===== config.mk =====
export PLATFORM = sky130hd
export DESIGN_NAME = data_ram_arbiter
export DESIGN_NICKNAME = d
export VERILOG_FILES = /design/src/rtl/data_ram_arbiter.sv
export SDC_FILE = /design/constraint.sdc
export NUM_CORES = 1
export LEC_CHECK = 0
export ABC_AREA = 1
export ABC_CLOCK_PERIOD_IN_PS = 2700
export CORE_MARGIN = 4
export CORE_UTILIZATION = 39
export DETAILED_ROUTE_END_ITERATION = 8
export GPL_TIMING_DRIVEN = 0
export PLACE_DENSITY = 0.88
export SLEW_MARGIN = 20
export SYNTH_ARGS = -nofsm -noshare
export SYNTH_HDL_FRONTEND = slang
export SYNTH_SLANG_ARGS = --single-unit

===== constraint.sdc =====
create_clock -name i_clk -period 2.7 [get_ports i_clk]
set_input_delay 0.27 -clock i_clk [delete_from_list [all_inputs] [get_ports i_clk]]
set_output_delay 0.27 -clock i_clk [all_outputs]
set_load 0.05 [all_outputs]

===== src/rtl/data_ram_arbiter.sv =====
// rtl/data_ram_arbiter.sv - shares the data RAM between the core port and a debug burst-read engine
// Core has priority; a streak counter forces a debug beat after MAX_CORE_STREAK core wins.
module data_ram_arbiter #(
    parameter int XLEN = 32,
    parameter logic [XLEN-1:0] DATA_RAM_START = 32'h0010_0000,
    parameter logic [XLEN-1:0] DATA_RAM_END = 32'h0011_0000,
    parameter int MAX_CORE_STREAK = 4,
    parameter int BURST_LEN_W = 8
) (
    input  logic                   i_clk,
    input  logic                   i_rst,
    input  logic                   i_core_req,
    input  logic                   i_core_we,
    input  logic [XLEN-1:0]        i_core_addr,
    input  logic [XLEN-1:0]        i_core_wdata,
    input  logic [XLEN/8-1:0]      i_core_be,
    output logic                   o_core_gnt,
    output logic                   o_core_rvalid,
    output logic [XLEN-1:0]        o_core_rdata,
    output logic                   o_core_err,
    input  logic                   i_dbg_start,
    input  logic [XLEN-1:0]        i_dbg_addr,
    input  logic [BURST_LEN_W-1:0] i_dbg_len,
    output logic                   o_dbg_busy,
    output logic                   o_dbg_rvalid,
    output logic [XLEN-1:0]        o_dbg_rdata,
    output logic                   o_dbg_done,
    output logic                   o_dbg_err,
    output logic                   o_ram_en,
    output logic                   o_ram_we,
    output logic [XLEN-1:0]        o_ram_addr,
    output logic [XLEN-1:0]        o_ram_wdata,
    output logic [XLEN/8-1:0]      o_ram_be,
    input  logic [XLEN-1:0]        i_ram_rdata
);

    localparam int SW = $clog2(MAX_CORE_STREAK + 1);
    localparam logic [SW-1:0] STREAK_MAX = SW'(MAX_CORE_STREAK);

    typedef enum logic [1:0] {IDLE, BURST, DRAIN, FINISH} state_t;

    state_t                 state, state_nxt;
    logic [XLEN-1:0]        dbg_addr, dbg_addr_nxt;
    logic [BURST_LEN_W-1:0] remaining, remaining_nxt;
    logic                   err_flag, err_flag_nxt;
    logic [SW-1:0]          streak, streak_nxt;
    logic                   rsp_valid, rsp_owner, rsp_err;

    logic core_in_range, beat_in_range, pending, core_win, dbg_win;

    assign core_in_range = (i_core_addr >= DATA_RAM_START) && (i_core_addr < DATA_RAM_END);
    assign beat_in_range = (dbg_addr >= DATA_RAM_START) && (dbg_addr < DATA_RAM_END);
    assign pending       = (state == BURST) && (remaining != '0);
    assign core_win      = !i_rst && i_core_req && !(pending && (streak == STREAK_MAX));
    assign dbg_win       = !i_rst && pending && !core_win;

    always_comb begin
        state_nxt     = state;
        dbg_addr_nxt  = dbg_addr;
        remaining_nxt = remaining;
        err_flag_nxt  = err_flag;
        streak_nxt    = streak;
        o_ram_en      = 1'b0;
        o_ram_we      = 1'b0;
        o_ram_addr    = '0;
        o_ram_wdata   = '0;
        o_ram_be      = '0;

        if (core_win) begin
            if (core_in_range) begin
                o_ram_en    = 1'b1;
                o_ram_we    = i_core_we;
                o_ram_addr  = i_core_addr;
                o_ram_wdata = i_core_wdata;
                o_ram_be    = i_core_be;
            end
        end else if (dbg_win && beat_in_range) begin
            o_ram_en   = 1'b1;
            o_ram_addr = dbg_addr;
            o_ram_be   = '1;
        end

        if (!pending || dbg_win) begin
            streak_nxt = '0;
        end else if (core_win && (streak != STREAK_MAX)) begin
            streak_nxt = streak + SW'(1);
        end

        case (state)
            IDLE: begin
                if (i_dbg_start) begin
                    dbg_addr_nxt  = i_dbg_addr & ~XLEN'(3);
                    remaining_nxt = i_dbg_len;
                    err_flag_nxt  = 1'b0;
                    state_nxt     = (i_dbg_len == '0) ? FINISH : BURST;
                end
            end
            BURST: begin
                if (dbg_win) begin
                    if (beat_in_range) begin
                        dbg_addr_nxt  = dbg_addr + XLEN'(4);
                        remaining_nxt = remaining - BURST_LEN_W'(1);
                        if (remaining == BURST_LEN_W'(1)) begin
                            state_nxt = DRAIN;
                        end
                    end else begin
                        err_flag_nxt = 1'b1;
                        state_nxt    = FINISH;
                    end
                end
            end
            DRAIN:   state_nxt = IDLE;
            FINISH:  state_nxt = IDLE;
            default: state_nxt = IDLE;
        endcase
    end

    // Single outstanding read: owner 1 routes the returning word to the debug engine.
    always_ff @(posedge i_clk) begin
        if (i_rst) begin
            state     <= IDLE;
            dbg_addr  <= '0;
            remaining <= '0;
            err_flag  <= 1'b0;
            streak    <= '0;
            rsp_valid <= 1'b0;
            rsp_owner <= 1'b0;
            rsp_err   <= 1'b0;
        end else begin
            state     <= state_nxt;
            dbg_addr  <= dbg_addr_nxt;
            remaining <= remaining_nxt;
            err_flag  <= err_flag_nxt;
            streak    <= streak_nxt;
            rsp_valid <= (core_win && (!i_core_we || !core_in_range)) || (dbg_win && beat_in_range);
            rsp_owner <= dbg_win;
            rsp_err   <= core_win && !core_in_range;
        end
    end

    assign o_core_gnt    = core_win;
    assign o_core_rvalid = rsp_valid && !rsp_owner;
    assign o_core_err    = o_core_rvalid && rsp_err;
    assign o_core_rdata  = (o_core_rvalid && !rsp_err) ? i_ram_rdata : '0;
    assign o_dbg_rvalid  = rsp_valid && rsp_owner;
    assign o_dbg_rdata   = o_dbg_rvalid ? i_ram_rdata : '0;
    assign o_dbg_busy    = (state != IDLE);
    assign o_dbg_done    = (state == DRAIN) || (state == FINISH);
    assign o_dbg_err     = (state == FINISH) && err_flag;

endmodule


==> results of run 1 <==
-- metal layers --
metal | track usage [%] | up-vias
li1 | - | 2857
met5 | 0 | -
met3 | 5.918 | 14
met2 | 54.98 | 278
met4 | 5.337 | 0
met1 | 39.64 | 2626
-- cell usage after synthesis --
master	instances
buf_4	15
o21ai_0	34
nand2_1	170
o22ai_1	1
nand3b_1	1
o21ai_1	1
o2111ai_2	1
nor2_2	1
buf_2	13
inv_2	5
clkbuf_1	16
dfxtp_1	47
inv_1	143
conb_1	1
nor3_1	5
xnor2_1	1
ha_1	6
nor3_2	1
or2_2	2
nand2_2	2
a21oi_4	1
o31ai_1	2
nor2_1	227
nor4_1	5
xor2_1	4
a21oi_1	4
nand3_1	44
nor3b_4	1
buf_6	4
a31oi_1	1
nand3_4	1
nand4_1	15
-- power by group --
group | total [mW] | internal (mW) | switching (mW)
sequential | 0.917 | 0.815 | 0.102
clock | 0.480 | 0.234 | 0.246
combinational | 1.41 | 0.556 | 0.849
total | 2.80 | 1.61 | 1.20
-- critical path: stages (launching register included) --
cell and delay (ns):
dfxtp_2 0.34, inv_2 0.10, ha_1 0.20, nand2_1 0.10, nor2_4 0.13, nand2_1 0.12, nand3_1 0.11, nand2_2 0.10
inv_4 0.10, nand2_2 0.09, buf_2 0.21, nor2_2 0.19, buf_4 0.23
-- state kept, by name, summed over array words and instances, names as in the netlist --
register and flops:
dbg_addr 30, err_flag 1, remaining 8, rsp_err 1, rsp_owner 1, rsp_valid 1
state 2, streak 3
-- timing repair --
action,in CTS,in global routing
resized for setup,329,66
pin swaps,0,1
setup buffers,2,3
setup endpoints to repair,56,56
-- metrics by stage --
step           std cells  setup slack [ns]  power [mW]  hold WS (ns)  util, %
5_1_grt             1206         -0.001165       2.982        0.5021    68.97
3_5_place_dp        1193           -0.7519       2.290        0.4631    68.18
2_1_floorplan        789           -0.1335       1.804        0.3391        -
4_1_cts             1203         -0.007664       2.770        0.4765    67.71
3_3_place_gp        1193           -0.7505       2.263        0.4567    68.18
6_report            1206            0.1101       2.803        0.4836    68.97
-- cell families (layout without fill, tap and decap cells) --
family | Yosys count | in the layout | synth area share (%)
compound gates | 45 | 45 | 6.193
xor+xnor | 5 | 5 | 1.068
fa+ha+maj | 6 | 6 | 1.830
buf+inv | 196 | 477 | 20.44
flops | 47 | 47 | 22.94
other cells | 1 | 15 | 0.09143
simple gates | 475 | 475 | 47.44
-- layout make-up --
type,count,area (µm²)
well taps,136,170.2
flip-flops and latches,47,942.2
multi-input cells,546,2440
inverters,148,558.0
plain buffers,48,297.8
repair buffers,273,2580
clock buffers,8,100.1
fillers,953,3189
-- path summary, 6_finish.rpt --
check	startpoint	end	slack, ns
worst max-delay path	remaining[0]	o_ram_wdata[13]	0.11
worst min-delay path	err_flag	err_flag	0.48
worst max register to register	remaining[0]	remaining[6]	0.71
worst min register to register	err_flag	err_flag	0.48
==> flow_summary.ini, run 1 <==
[layout]
final_common_cell = nor2_1
layout_common_cells = nor2_1, clkdlybuf4s50_1, nand2_1
drive_gt1_share_pct = 12.62
fin_area_um2 = 7088
num-nets-final = 1220
antennaDiodeCount = 0
area_growth_syn_to_layout_pct = 72.82

[global_routing]
grt_use_total_pct = 31.07
first_global_vias = 5450
grt_overflow_total = 0
grt_pass1_wl_um = 30330
antenna_found_initial = 0
grt_max_degree = 14

[logic_synthesis]
yosys_warnings = 0
syn_area_um2 = 4101
synth_cell_types = 32
synth_top_area_share_pct = 22.94
yosys-top-cells-area = dfxtp_1, nor2_1, nand2_1
synth_area_per_cell_um2 = 5.292
synth_cells = 775
yosysTopAreaCell = dfxtp_1
ys_seq_area_share_pct = 22.94
synth_seq_cells = 47

[cts]
cts-buffers-inserted = 5
clkLatencyLatePin_ns = 0.30
cts_htree_levels = 2
root_buffer = clkbuf_8
cts_max_path_buffers = 2
ctsHoldBuffers = 0
cts_sinks = 47
clk_pin_slew_worst_paths_ns = 0.09
cts_tree = done

[worst_setup_path]
cp-start-kind = register
crit_required_ns = 2.43
path_class = reg -> out
critPathArrivalTime_ns = 2.32
critPathMaxFanout = 10
end_kind = output pin
r2r_cells = 11

[sta]
finalCriticalPeriod_ns = 2.590
setup_viol = 0
maxSlewViolCount = 0
period_share_pct = 95.92
slew_headroom_pct = 56.43
max_freq_ghz = 0.3861
fin_skew_ns = 0.006989
tns_ns = 0
tightest_slew_ns = 0.6515
report.final.hold_viol_count = 0

[flow_run]
max-cap-violations = 0

[route]
first_pass_iters = 6
wl_met3_um = 1655
met2RoutedLength_um = 9756
vias = 5775
wl_met1_um = 8290
drc = 0
drt_iter0_markers = 545
ant_nets = 0
wire_per_inst_um = 16.52
routed_wl_um = 19920
viasPerCell = 4.789
top_layer_used = met4

[pwr]
ir_drop_mv = 0.4141
power.density_nw_per_um2 = 395.4
p_leak_nw = 3.684

[die]
start_util_pct = 39.91
die_x_um = 110.6
die_h_um = 110.6
die_area_um2 = 12220
core_area_um2 = 10280
ios = 286
fp-row-count = 37

[place]
place_hpwl_um = 16490
port_buffers = 268
place_area_um2 = 7007
gp_congestion = 0.9681

[min_path]
min_path_cells = 2
hp-class = reg -> reg

[outcome]
status = complete, no violations
Power figures use the tool's default switching activity.
==> run 2, diff against run 1 <==
ABC_CLOCK_PERIOD_IN_PS = 3290   (was 2700)
CAP_MARGIN = 10   (was default)
clock period = 3.29 ns   (was 2.7 ns; I/O delays follow)
==> run 2 against run 1 <==
Utilization decreased by 1.5 points. Sequential power decreased by 18%. Largest cell class unchanged. Die area unchanged. Routed wire length decreased by 0.46%. Clock-buffer cell count unchanged. Cell area decreased by 2.2%. Worst hold slack got worse by 0.0042 ns. Sequential share of layout area increased by 0.28 points. First-iteration DRC count decreased by 6.8%. Highest routed layer is now met5. Critical path depth unchanged.
==> flow_summary.ini, run 2 (synthesis results as in run 1) <==
[die]
core_area_um2 = 10280
fp-row-count = 37
die_h_um = 110.6
die_area_um2 = 12220
die_x_um = 110.6
ios = 286
start_util_pct = 39.91

[route]
viasPerCell = 4.794
wire_per_inst_um = 16.51
drt_iter0_markers = 508
vias = 5757
drc = 0
ant_nets = 0
routed_wl_um = 19830
first_pass_iters = 5

[worst_setup_path]
r2r_setup_slack_ns = 1.17
cp-start-kind = register
crit_required_ns = 2.96
reg2reg_to = remaining[6]
cp-startpoint = remaining[0]
critPathArrivalTime_ns = 2.86
critPathMaxFanout = 10
r2r_cells = 11
path_class = reg -> out
timing.rr.start = remaining[0]
end_kind = output pin

[global_routing]
grt_overflow_total = 0
grt_use_total_pct = 30.95
first_global_vias = 5446
antenna_found_initial = 1
grt_max_degree = 14
grt_pass1_wl_um = 30220

[sta]
maxSlewViolCount = 0
setup_viol = 0
tightest_slew_ns = 0.6411
holdWs_ns = 0.4794
report.final.hold_viol_count = 0
max_freq_ghz = 0.3132
slew_headroom_pct = 57.13
rsz0062_at_grt = false
finalCriticalPeriod_ns = 3.193
fin_skew_ns = 0.007032
period_share_pct = 97.04

[cts]
post_cts_buffers = 0
clkLatencyLatePin_ns = 0.30
cts_sinks = 47
cts_tree = done
cts_resized = 95
cts_max_path_buffers = 2
cts-buffers-inserted = 5
cts_htree_levels = 2
ctsHoldBuffers = 0
root_buffer = clkbuf_8
clk_pin_slew_worst_paths_ns = 0.08

[layout]
layout_common_cells = nor2_1, clkdlybuf4s50_1, nand2_1
largest_reg_flops = 30
antennaDiodeCount = 0
top_register = dbg_addr
drive_gt1_share_pct = 9.014
fin_area_um2 = 6930
top_regs = dbg_addr x30, remaining x8, streak x3
fin_util_pct = 67.43
area_growth_syn_to_layout_pct = 68.98
final_common_cell = nor2_1
num-nets-final = 1215

[place]
gp_congestion = 0.9681
place_area_um2 = 7007
place_hpwl_um = 16490
port_buffers = 268

[pwr]
power.density_nw_per_um2 = 329.7
p_leak_nw = 3.641
ir_drop_mv = 0.3391

[outcome]
status = complete, no violations

[min_path]
hp-class = reg -> reg
hold_end = err_flag
min_path_cells = 2
hp-start = err_flag

[flow_run]
max-cap-violations = 0
[run 2: how the worst max path moves through the flow]
stage               slack (ns)         endpoint  depth (start not counted)
finish                     0.1         o_ram_we                         12
global route             0.001  o_ram_wdata[17]                         12
CTS                      0.001  o_ram_wdata[26]                         12
detailed placement       -0.28   o_ram_addr[15]                          8
global placement         -0.28   o_ram_addr[15]                          8
floorplan                 0.40      o_ram_be[0]                         11
[run 2: through the flow]
step | setup TNS [ns] | total power, mW | worst slack (ns) | cells
2_1_floorplan | 0 | 1.480 | 0.3975 | 789
3_3_place_gp | -3.310 | 1.857 | -0.2785 | 1193
3_5_place_dp | -2.750 | 1.880 | -0.2799 | 1193
4_1_cts | 0 | 2.265 | 0.001381 | 1201
5_1_grt | 0 | 2.433 | 0.001020 | 1201
6_report | 0 | 2.285 | 0.09735 | 1201
[run 2: per-layer routing]
| layer | GRT usage (%) | up-vias | part of all wire, % |
|---|---|---|---|
| met5 | 0 | - | 0.066 |
| met4 | 4.762 | 2 | 1.6 |
| met3 | 5.205 | 33 | 7.1 |
| met2 | 54.98 | 266 | 49 |
| met1 | 39.97 | 2602 | 43 |
| li1 | - | 2854 | - |
[run 2: critical path: stages, from the launching register on]
cell             delay [ns]
dfxtp_1                0.34
inv_1                  0.16
ha_1                   0.22
nand2_1                0.07
nor2_2                 0.19
nand2_1                0.15
nand3_1                0.10
nand2_1                0.10
inv_2                  0.22
nand2_2                0.12
buf_2                  0.21
nor2_1                 0.25
clkdlybuf4s18_2        0.42
[run 2: cell type report]
cell class | instances | area, µm²
Buffer | 48 | 284.0
Fill cell | 997 | 3347
Clock buffer | 8 | 100.1
Inverter | 148 | 555.5
Multi-Input combinational cell | 546 | 2380
Timing Repair Buffer | 268 | 2500
Tap cell | 136 | 170.2
Sequential cell | 47 | 940.9
[run 2: report_power, final]
group          switching, mW  internal, mW  leakage, nW
Combinational          0.691         0.451         3.20
Clock                  0.199         0.192       0.0515
Sequential            0.0824         0.668        0.388
==> run 3, diff against run 2 <==
ABC_CLOCK_PERIOD_IN_PS = 2690   (was 3290)
CORE_UTILIZATION = 33   (was 39)
PLACE_DENSITY = 0.79   (was 0.88)
clock period = 2.69 ns   (was 3.29 ns; I/O delays follow)
==> run 3 against run 2 <==
Setup slack better by 0.029 ns. Cell area rose by 5.6%. Utilization shrank 7.0 points. Worst hold slack got worse by 0.014 ns. Die area rose by 17%. Global-route usage fell by 5.9 points. Sequential share of layout area is 0.72 points lower. Clock-buffer cell count is 3 lower. Clock skew up 0.00081 ns. Register-to-register slack worse by 0.42 ns. Final cell count up 3.1%. Routed wire length fell by 3.9%. Highest routed layer is now met4.
==> flow_summary.ini, run 3 (synthesis results as in run 1) <==
[worst_setup_path]
critPathMaxFanout = 10
crit_path_max_incr_delay_ns = 0.36
path_cells = inv_2, ha_2, nand2_1, nor2_4, nand2_1, o2111ai_2, inv_1, nand2_1, clkbuf_4, o21ai_0, buf_2
path_class = reg -> out
critical-path-slowest-cell = dfxtp_1
end_kind = output pin
timing.critical_path.buf_inv = 4
cp-start-kind = register
cpMostUsedCell = nand2_1
cpLargestDelayFamily = buffers and inverters
critPathArrivalTime_ns = 2.29
cp-startpoint = remaining[0]
timing.rr.start = remaining[0]
crit_required_ns = 2.42

[sta]
setup_viol = 0
holdWs_ns = 0.4652
period_share_pct = 95.31
tns_ns = 0
max_freq_ghz = 0.3900
report.final.hold_viol_count = 0
rsz0062_at_grt = true
maxSlewViolCount = 0
slew_headroom_pct = 55.89
fin_skew_ns = 0.007840
tightest_slew_ns = 0.6596
finalCriticalPeriod_ns = 2.564

[route]
routed_wl_um = 19050
ant_nets = 0
vias = 5559
drc = 0
viasPerCell = 4.490
wire_per_inst_um = 15.39
drt_iter0_markers = 465
first_pass_iters = 5

[layout]
final_common_cell = nor2_1
num-nets-final = 1221
top_regs = dbg_addr x30, remaining x8, streak x3
fin_util_pct = 60.43
drive_gt1_share_pct = 12.80
top_register = dbg_addr
antennaDiodeCount = 0
fin_area_um2 = 7320
largest_reg_flops = 30
fillCellCount = 1194
area_growth_syn_to_layout_pct = 78.46
layout_common_cells = nor2_1, clkdlybuf4s50_1, nand2_1

[pwr]
power.density_nw_per_um2 = 414.9
ir_drop_mv = 0.3057
p_leak_nw = 3.838
totalPowerFinal_mw = 3.037

[global_routing]
antenna_found_initial = 0
first_global_vias = 5102
grt_max_degree = 15
grt_overflow_total = 0
grt_use_total_pct = 25.07
grt_pass1_wl_um = 28170

[cts]
cts_sinks = 47
cts_tree = done
root_buffer = clkbuf_16
cts-buffers-inserted = 5
clk_pin_slew_worst_paths_ns = 0.07
cts_max_path_buffers = 2
cts_htree_levels = 2
ctsHoldBuffers = 0
clkLatencyLatePin_ns = 0.29

[die]
die_x_um = 119.5
core_area_um2 = 12110
start_util_pct = 33.86
fp-row-count = 40
ios = 286
die_h_um = 119.5
die_area_um2 = 14280

[flow_run]
max-cap-violations = 0

[place]
place_area_um2 = 7047
place_hpwl_um = 15640
port_buffers = 268
gp_congestion = 0.9082

[min_path]
hp-class = reg -> reg
hp-start = err_flag

[outcome]
status = complete, no violations
[run 3: what timing repair did]
action	CTS	global route
setup buffers	2	4
pin swaps	1	0
setup endpoints to repair	56	63
resized for setup	331	119
[run 3: worst paths after layout]
| kind | to | slack, ns | cells after the start |
|---|---|---|---|
| worst min-delay path | err_flag | 0.47 | 2 |
| worst max register to register | dbg_addr[2] | 0.75 | 11 |
| worst max-delay path | o_ram_addr[13] | 0.13 | 11 |
| worst min register to register | err_flag | 0.47 | 2 |
[run 3: per-stage QoR]
step                setup WS, ns  instances
finish                    0.1262       1238
global route            -0.04678       1238
CTS                     -0.03472       1234
detailed placement       -0.7559       1225
global placement         -0.7542       1225
floorplan                -0.1425        789
[run 3: routing by layer]
layer	up-vias	part of all wire (%)	global-route usage [%]
met4	0	2.0	5.440
met1	2451	41	31.12
met5	-	0	0
met3	26	7.8	5.840
met2	216	49	44.10
li1	2866	-	-
[run 3: power breakdown]
group	switching [mW]	internal, mW
sequential	0.102	0.818
clock	0.283	0.434
combinational	0.840	0.560
total	1.22	1.81
[run 3: area by class of cell]
| type | count | area, µm² | area share, % |
|---|---|---|---|
| clock buffers | 5 | 125.1 | 1.709 |
| plain buffers | 48 | 297.8 | 4.068 |
| inverters | 148 | 558.0 | 7.624 |
| flip-flops and latches | 47 | 940.9 | 12.85 |
| well taps | 168 | 210.2 | 2.872 |
| repair buffers | 274 | 2674 | 36.53 |
| multi-input cells | 546 | 2476 | 33.83 |
| clock inverters | 2 | 37.54 | 0.5128 |
[run 3: worst reg2reg max path, cell delays in order, from the launching register on]
cell,delay [ns]
dfxtp_1,0.36
inv_2,0.08
ha_2,0.20
nand2_1,0.12
nor2_4,0.06
nand2_1,0.13
o2111ai_2,0.13
nand2_2,0.18
nand3_4,0.16
buf_2,0.23
nor2_1,0.13
nor2_1,0.06
